## src/rtl/uart_pkg.sv

```systemverilog
//------------------------------------------------------------------------------
// uart_pkg : shared UART TX encodings (FSM states, TX mux selects, line levels)
// Rev 1.0
//------------------------------------------------------------------------------
`default_nettype none
`timescale 1ns/1ps

package uart_pkg;

  localparam int DEF_DATA_WIDTH = 8;

  localparam logic [2:0] ST_IDLE   = 3'd0;
  localparam logic [2:0] ST_START  = 3'd1;
  localparam logic [2:0] ST_DATA   = 3'd2;
  localparam logic [2:0] ST_PARITY = 3'd3;
  localparam logic [2:0] ST_STOP   = 3'd4;

  typedef enum logic [2:0] {
    IDLE   = ST_IDLE,
    START  = ST_START,
    DATA   = ST_DATA,
    PARITY = ST_PARITY,
    STOP   = ST_STOP
  } tx_state_e;

  typedef enum logic [1:0] {
    TXS_STOP  = 2'd0,
    TXS_START = 2'd1,
    TXS_DATA  = 2'd2,
    TXS_PAR   = 2'd3
  } tx_sel_e;

  localparam logic START_BIT = 1'b0;
  localparam logic STOP_BIT  = 1'b1;

endpackage

`default_nettype wire

```

## src/rtl/uart_tx_ctrl_if.sv

```systemverilog
//------------------------------------------------------------------------------
// uart_tx_ctrl_if : producer / parity-calc / pad signals around the TX controller
// Rev 1.0
//------------------------------------------------------------------------------
`default_nettype none
`timescale 1ns/1ps

interface uart_tx_ctrl_if
  import uart_pkg::*;
#(
  parameter int DATA_WIDTH = DEF_DATA_WIDTH
) ();

  logic [DATA_WIDTH-1:0] P_DATA;
  logic                  Data_Valid;
  logic                  PAR_EN;
  logic                  PAR_TYP;
  logic                  par_bit;
  logic                  PAR_FLAG;
  logic                  TX_OUT;
  logic                  Busy;

  modport master (
    output P_DATA, Data_Valid, PAR_EN, PAR_TYP, par_bit,
    input  PAR_FLAG, TX_OUT, Busy
  );

  modport slave (
    input  P_DATA, Data_Valid, PAR_EN, PAR_TYP, par_bit,
    output PAR_FLAG, TX_OUT, Busy
  );

endinterface

`default_nettype wire

```

## src/rtl/uart_tx_serializer.sv

```systemverilog
//------------------------------------------------------------------------------
// uart_tx_serializer : payload shift register and data-bit counter
// Rev 1.0
//------------------------------------------------------------------------------
`default_nettype none
`timescale 1ns/1ps

module uart_tx_serializer
  import uart_pkg::*;
#(
  parameter int DATA_WIDTH = DEF_DATA_WIDTH
) (
  input  logic                  CLK,
  input  logic                  RST,
  input  logic                  load,
  input  logic [DATA_WIDTH-1:0] load_data,
  input  logic                  ser_en,
  output logic                  ser_bit,
  output logic                  ser_done
);

  localparam int CW = $clog2(DATA_WIDTH);

  logic [DATA_WIDTH-1:0] shift_q, shift_d;
  logic [CW-1:0]         cnt_q, cnt_d;
  logic                  primed_q, primed_d;

  // The first shift only moves bit 0 onto the line; counting starts with the
  // second, so cnt_q equals the index of the bit currently being sent.
  always_comb begin
    shift_d  = shift_q;
    cnt_d    = cnt_q;
    primed_d = primed_q;
    if (load) begin
      shift_d  = load_data;
      cnt_d    = '0;
      primed_d = 1'b0;
    end else if (ser_en) begin
      shift_d  = shift_q >> 1;
      primed_d = 1'b1;
      if (primed_q && (cnt_q != CW'(DATA_WIDTH - 1))) begin
        cnt_d = cnt_q + CW'(1);
      end
    end
  end

  always_ff @(posedge CLK or negedge RST) begin
    if (!RST) begin
      shift_q  <= '0;
      cnt_q    <= '0;
      primed_q <= 1'b0;
    end else begin
      shift_q  <= shift_d;
      cnt_q    <= cnt_d;
      primed_q <= primed_d;
    end
  end

  assign ser_bit  = shift_q[0];
  assign ser_done = (cnt_q == CW'(DATA_WIDTH - 1));

endmodule

`default_nettype wire

```

## src/rtl/uart_tx_ctrl.sv

```systemverilog
//------------------------------------------------------------------------------
// uart_tx_ctrl : UART TX frame sequencer (start / data / parity / stop)
// Rev 1.0
//------------------------------------------------------------------------------
`default_nettype none
`timescale 1ns/1ps

module uart_tx_ctrl
  import uart_pkg::*;
#(
  parameter int DATA_WIDTH = DEF_DATA_WIDTH
) (
  input  logic          CLK,
  input  logic          RST,
  uart_tx_ctrl_if.slave bus
);

  tx_state_e state_q, state_d;
  tx_sel_e   tx_sel;
  logic      tx_q, tx_d;
  logic      busy_q, busy_d;
  logic      par_en_q, par_en_d;
  logic      ser_load, ser_en, ser_bit, ser_done;

  uart_tx_serializer #(
    .DATA_WIDTH (DATA_WIDTH)
  ) u_ser (
    .CLK       (CLK),
    .RST       (RST),
    .load      (ser_load),
    .load_data (bus.P_DATA),
    .ser_en    (ser_en),
    .ser_bit   (ser_bit),
    .ser_done  (ser_done)
  );

  // Next-state logic selects what the line carries in the *next* cycle, so
  // TX_OUT comes straight from a flop and always matches state_q.
  always_comb begin
    state_d  = state_q;
    busy_d   = busy_q;
    par_en_d = par_en_q;
    tx_sel   = TXS_STOP;
    ser_load = 1'b0;
    ser_en   = 1'b0;
    case (state_q)
      IDLE: begin
        busy_d = 1'b0;
        if (bus.Data_Valid) begin
          state_d  = START;
          busy_d   = 1'b1;
          par_en_d = bus.PAR_EN;
          ser_load = 1'b1;
          tx_sel   = TXS_START;
        end
      end
      START: begin
        state_d = DATA;
        tx_sel  = TXS_DATA;
        ser_en  = 1'b1;
      end
      DATA: begin
        if (ser_done) begin
          state_d = par_en_q ? PARITY : STOP;
          tx_sel  = par_en_q ? TXS_PAR : TXS_STOP;
        end else begin
          tx_sel = TXS_DATA;
          ser_en = 1'b1;
        end
      end
      PARITY: state_d = STOP;
      STOP: begin
        state_d = IDLE;
        busy_d  = 1'b0;
      end
      default: begin
        state_d = IDLE;
        busy_d  = 1'b0;
      end
    endcase
  end

  always_comb begin
    case (tx_sel)
      TXS_START: tx_d = START_BIT;
      TXS_DATA:  tx_d = ser_bit;
      TXS_PAR:   tx_d = bus.par_bit;
      default:   tx_d = STOP_BIT;
    endcase
  end

  always_ff @(posedge CLK or negedge RST) begin
    if (!RST) begin
      state_q  <= IDLE;
      tx_q     <= STOP_BIT;
      busy_q   <= 1'b0;
      par_en_q <= 1'b0;
    end else begin
      state_q  <= state_d;
      tx_q     <= tx_d;
      busy_q   <= busy_d;
      par_en_q <= par_en_d;
    end
  end

  // Parity calculator reloads only while idle, i.e. up to and including the accept edge.
  assign bus.PAR_FLAG = (state_q == IDLE);
  assign bus.TX_OUT   = tx_q;
  assign bus.Busy     = busy_q;

endmodule

`default_nettype wire
```

## src/flat_wrapper.sv

```systemverilog
// flat-port wrapper written by rule: the top's interface ports become plain ports
module uart_tx_ctrl_flat import uart_pkg::*;
#(
  parameter int DATA_WIDTH = DEF_DATA_WIDTH
)
  (CLK, RST, bus_P_DATA, bus_Data_Valid, bus_PAR_EN, bus_PAR_TYP, bus_par_bit, bus_PAR_FLAG, bus_TX_OUT, bus_Busy);
  uart_tx_ctrl_if #(.DATA_WIDTH(DATA_WIDTH)) bus_i ();
  input  logic CLK;
  input  logic RST;
  input wire logic [$bits(bus_i.P_DATA)-1:0] bus_P_DATA;
  input wire logic [$bits(bus_i.Data_Valid)-1:0] bus_Data_Valid;
  input wire logic [$bits(bus_i.PAR_EN)-1:0] bus_PAR_EN;
  input wire logic [$bits(bus_i.PAR_TYP)-1:0] bus_PAR_TYP;
  input wire logic [$bits(bus_i.par_bit)-1:0] bus_par_bit;
  output wire logic [$bits(bus_i.PAR_FLAG)-1:0] bus_PAR_FLAG;
  output wire logic [$bits(bus_i.TX_OUT)-1:0] bus_TX_OUT;
  output wire logic [$bits(bus_i.Busy)-1:0] bus_Busy;
  assign bus_i.P_DATA = bus_P_DATA;
  assign bus_i.Data_Valid = bus_Data_Valid;
  assign bus_i.PAR_EN = bus_PAR_EN;
  assign bus_i.PAR_TYP = bus_PAR_TYP;
  assign bus_i.par_bit = bus_par_bit;
  assign bus_PAR_FLAG = bus_i.PAR_FLAG;
  assign bus_TX_OUT = bus_i.TX_OUT;
  assign bus_Busy = bus_i.Busy;
  uart_tx_ctrl #(.DATA_WIDTH(DATA_WIDTH)) u_core (.CLK(CLK), .RST(RST), .bus(bus_i));
endmodule
```

## config.mk

```make
export PLATFORM = sky130hd
export DESIGN_NAME = uart_tx_ctrl_flat
export DESIGN_NICKNAME = d
export VERILOG_FILES = /design/src/rtl/uart_pkg.sv /design/src/rtl/uart_tx_ctrl_if.sv /design/src/rtl/uart_tx_serializer.sv /design/src/rtl/uart_tx_ctrl.sv /design/src/flat_wrapper.sv
export SDC_FILE = /design/constraint.sdc
export NUM_CORES = 1
export LEC_CHECK = 0
export CAP_MARGIN = 5
export CORE_AREA = 5 5 58 50
export DETAILED_ROUTE_END_ITERATION = 8
export DIE_AREA = 0 0 63 55
export GPL_TIMING_DRIVEN = 0
export HOLD_SLACK_MARGIN = 0.03
export PLACE_DENSITY = 0.68
export SYNTH_ARGS = -nofsm -noshare
export SYNTH_HDL_FRONTEND = slang
export SYNTH_SLANG_ARGS = --single-unit
```

## constraint.sdc

```tcl
create_clock -name CLK -period 2.05 [get_ports CLK]
set_input_delay 0.3075 -clock CLK [delete_from_list [all_inputs] [get_ports CLK]]
set_output_delay 0.3075 -clock CLK [all_outputs]
set_load 0.02 [all_outputs]
```

# After elaboration in Yosys (flattened, before gate mapping)
# Cells that the tools add are included.
# word_totals
word_cells,47
out_inout_bits,3
input_bits,14
ff_bits,18
# op_classes
addsub,1
reduce_logical,8
n_mux,21
n_eq_ne,10
# op_table
cell,count
two-way mux 3 bit,6
two-way mux 8 bit,2
one-hot mux 3 bit (4 select lines),1
"== test 3 x 2 -> 1 bit, second input constant",2
two-way mux 1 bit,6
one-hot mux 2 bit (3 select lines),1
AND reduction 2 bit,3
"== test 2 bit, second input constant",2
two-way mux 2 bit,2
one-hot mux 1 bit (2 select lines),2
nonzero test 2 bit,2
"adder 3 x 1 -> 3 bit, second input constant",1
"== test 3 x 1 -> 1 bit, second input constant",1
"== test 3 bit, second input constant",1
logical NOT 3 bit,1
"!= test 3 bit, second input constant",1
one-hot mux 1 bit (3 select lines),1
OR reduction 3 bit,1
"== test 2 x 1 -> 1 bit, second input constant",1
"!= test 2 x 1 -> 1 bit, second input constant",1
"!= test 2 bit, second input constant",1
logical AND 1 bit,1

# Logic depth before layout (Yosys ltp)
# depth
ltp_word,5
depth_mapped,6
depth_no_buf,5

# By module
# A second synthesis with hierarchy kept.
# unflattened
hier_cells,82
area_unflattened_um2,893.4
# modules_own_cells
mod,seq_area_each_um2,instances,cells_each,area_per_inst_um2
uart_tx_serializer,300.3,1,52,580.6
uart_tx_ctrl,151.4,1,30,312.8

# Least setup slack after synthesis
# Ideal clock, no wire load.
# synth_timing
path_kind,register to register
from,register u_core.u_ser.cnt_q[0]
to,register u_core.u_ser.shift_q[0]
t_arrival_ns,1.618
stages_incl_launch_ff,7
path_slack_ns,0.294
cell_sequence,dfrtp_1 ha_1 ha_1 or4b_1 clkbuf_1 nand2_1 o311ai_1
# synth_between
elab_chain_len,4
# synth_rtl
item,line,rtl
"start, declared",uart_tx_serializer.sv:25,"logic [CW-1:0] cnt_q, cnt_d;"
"start signal, assigned",uart_tx_serializer.sv:54,cnt_q <= cnt_d;
== test 3 bit,uart_tx_serializer.sv:60,assign ser_done = (cnt_q == CW'(DATA_WIDTH - 1));
two-way mux 1 bit,uart_tx_ctrl.sv:63,if (ser_done) begin
one-hot mux 1 bit (2 select lines),uart_tx_ctrl.sv:46,case (state_q)
nonzero test 2 bit (no line),-,
"end signal, assigned",uart_tx_serializer.sv:53,shift_q <= shift_d;
"end, declared",uart_tx_serializer.sv:24,"logic [DATA_WIDTH-1:0] shift_q, shift_d;"
# No other way between the ends.
# A chain may end at the register's enable or synchronous reset.

# Worst setup path after layout
# Ends and elaborated chain as after synthesis.

==> flow_summary.toml <==
[drt]
first_iter_violations = 19
wirelength_um = 2166
firstDrtPassIters = 4
post_drt_wl_per_cell_um = 14.94
vias_per_cell = 5.634
post-route-drc-count = 0
ant_nets = 0
dr_total_vias = 817

[yosys]
synth.area.top_cells = "dfrtp_1 (44%), o211ai_1 (5.4%), nand3_1 (4.7%)"
synth.distinct_cells = 32
synth.avg_cell_area_um2 = 9.769
ys_warn_count = 0
netlist.top_cell.by_area = "dfrtp_1"
ys_ff_latch = 18
synth_common_cells = "dfrtp_1 (17), nand2_1 (12), nand3_1 (9), o211ai_1 (7)"
synth-edff-count = 0
synth_flop_cell = "dfrtp_1"
synth_nets = 115
syn_area_um2 = 967.2
syn_inst = 99
yosysTopAreaCellShare = 0.4398
async_flop_share = 1.000
synth_most_common_cell = "dfrtp_1"
ys_seq_area_frac = 0.4670

[clock_tree]
cts_root_buf = "clkbuf_4"
htreeDepth = 1
insertion_delay_ps = 300
postCtsHoldBufs = 0
cts_made_buffers = 3
path_clk_slew_ps = 100
cts_tree = "yes"
clockBufferDepth = 2
cts_sinks = 18
post_cts_buffers = 0

[final_layout]
n_fill_cell = 205
register_area_um2 = 451.7
instances_no_fill = 145
drive_above_1_share = 0.1271
final_core_util = 0.5163
multiInputGateArea_um2 = 455.4
areaGrowthSynthToFinish_pct = 22.90
n_antenna_cell = 0
layout.nets = 135

[status]
status = "complete, no violations"

[die]
rows = 16
dieArea_um2 = 3465
core-area_um2 = 2302
die_h_um = 55
pin_count = 17
die_width_um = 63
start_util = 0.4201

[worst_setup_path]
critPathLaunchType = "register"
endpoint_kind = "register"
path_max_fanout = 7
arrival_ps = 2120
critical_path_required_ps = 2220
crit_type = "register to register"

[global_routing]
grt_antenna_before_repair = 0
grt_usage = 0.1326
grt_pass1_wl_um = 3588
grt_max_degree = 19
grt_overflow = 0
first_global_vias = 792

[power]
ir_drop_mv = 0.7434
p_int_mw = 1.014
pwr-share-clk = 0.129
p_leak_nw = 0.5036
p_seq_frac = 0.363
sw_frac_of_total = 0.4108
p_sw_mw = 0.7069
power_density_nw_per_um2 = 1448
comb_power_share = 0.507

[sta]
tightestPinTransition_ps = 807.9
setup_viol = 0
period_share = 0.9523
finalHoldViolCount = 0
slew_violations = 0
fin_worst_skew_ps = 0.9975
setup_tns_ps = 0
fin_crit_ps = 1952
timing.fmax_mhz = 512.2
slew_headroom = 0.4597

[placed_design]
detailed_place_hpwl_um = 1546
port_buffers = 15
dp.cells = 141
place_congestion = 0.7332

[job]
maxCapViolations = 0

[min_path]
hp-class = "input pin to asynchronous set/reset pin"
metal layers:
| layer | vias up | wire, um | GRT usage |
|---|---|---|---|
| met3 | 2 | 93 | 0.04848 |
| met2 | 16 | 1011 | 0.2065 |
| met1 | 397 | 1048 | 0.1764 |
| li1 | 402 | - | - |
| met5 | - | 0 | 0 |
| met4 | 0 | 12 | 0.03180 |
flip-flops by register name, indices dropped and copies added, names as in the netlist:
register,cells
u_core.u_ser.shift_q,8
u_core.state_q,3
u_core.bus.TX_OUT,1
u_core.bus.Busy,1
u_core.u_ser.cnt_q,3
u_core.par_en_q,1
u_core.u_ser.primed_q,1
worst max-delay path, stage by stage (launching register included):
cell and delay [ps]:
dfrtp_1 410, ha_1 210, ha_1 270, or4b_1 490, clkbuf_1 210, nand2_2 150, o311ai_1 90
logic make-up after synthesis:
kind of cell / Yosys count / share of synthesized area
AND/OR/NAND/NOR: 40 / 0.2523
AO/OA/AOI/OAI: 25 / 0.1721
flip-flops: 18 / 0.4670
buffers and inverters: 12 / 0.06467
XOR/XNOR: 2 / 0.01811
adder cells (fa/ha/maj): 2 / 0.02587
power by group through the flow:
stage	clock network (mW)	registers, mW	logic (mW)
global route	0.242	0.644	0.980
global placement	0	0.620	0.851
detailed placement	0	0.631	0.877
CTS	0.228	0.623	0.871
floorplan	0	0.628	0.625
finish	0.222	0.625	0.873
area by class of cell:
cell class	count	share of cell area
plain buffers	8	0.04000
multi-input cells	69	0.3832
repair buffers	15	0.1253
inverters	4	0.01263
flip-flops and latches	18	0.3800
clock buffers	4	0.03053
well taps	27	0.02842
layout by cell type, fill, tap and decap left out, drive strengths merged, types with 2 or more instances in the layout:
cell type	Yosys	final
nand4	6	6
or4b	2	2
nand2	12	12
buf	4	4
nand3	9	9
clkbuf	4	8
o211ai	7	7
nor3	2	2
a211oi	3	3
o21ai	6	6
dfrtp	17	17
inv	4	4
nor3b	2	2
ha	2	2
or3b	2	2
a21oi	5	5
clkdlybuf4s50	0	14
what timing repair did:
| item | in CTS | in global routing |
|---|---|---|
| gates resized for setup | 1 | 1 |
| pin swaps | 0 | 0 |
| setup endpoints to repair | 1 | 2 |
| endpoints found under the hold margin | 0 | 0 |
through the flow:
stage	total power, mW	setup WS [ps]	hold WS [ps]	cell area [um^2]
after detailed placement	1.508	113.7	493.1	1151
after CTS	1.723	82.89	514.4	1186
after floorplan	1.254	294.0	11.91	967.2
final	1.721	97.80	467.8	1189
after global routing	1.866	-2.022	535.6	1189
after global placement	1.472	126.1	482.7	1151
path summary, 6_finish.rpt:
path                                         startpoint  cells past startpoint                       to  slack (ps)
worst max-delay path              u_core.u_ser.cnt_q[0]                      6  u_core.u_ser.shift_q[0]         100
worst min-delay path                                RST                      1    u_core.u_ser.cnt_q[1]         470
worst max register to register    u_core.u_ser.cnt_q[0]                      6  u_core.u_ser.shift_q[0]         100
worst min register to register  u_core.u_ser.shift_q[0]                      2        u_core.bus.TX_OUT         520
max in group asynchronous                           RST                      1  u_core.u_ser.shift_q[7]        1090
min in group CLK                u_core.u_ser.shift_q[0]                      2        u_core.bus.TX_OUT         520
No activity file was read; power rests on OpenSTA's default activity.
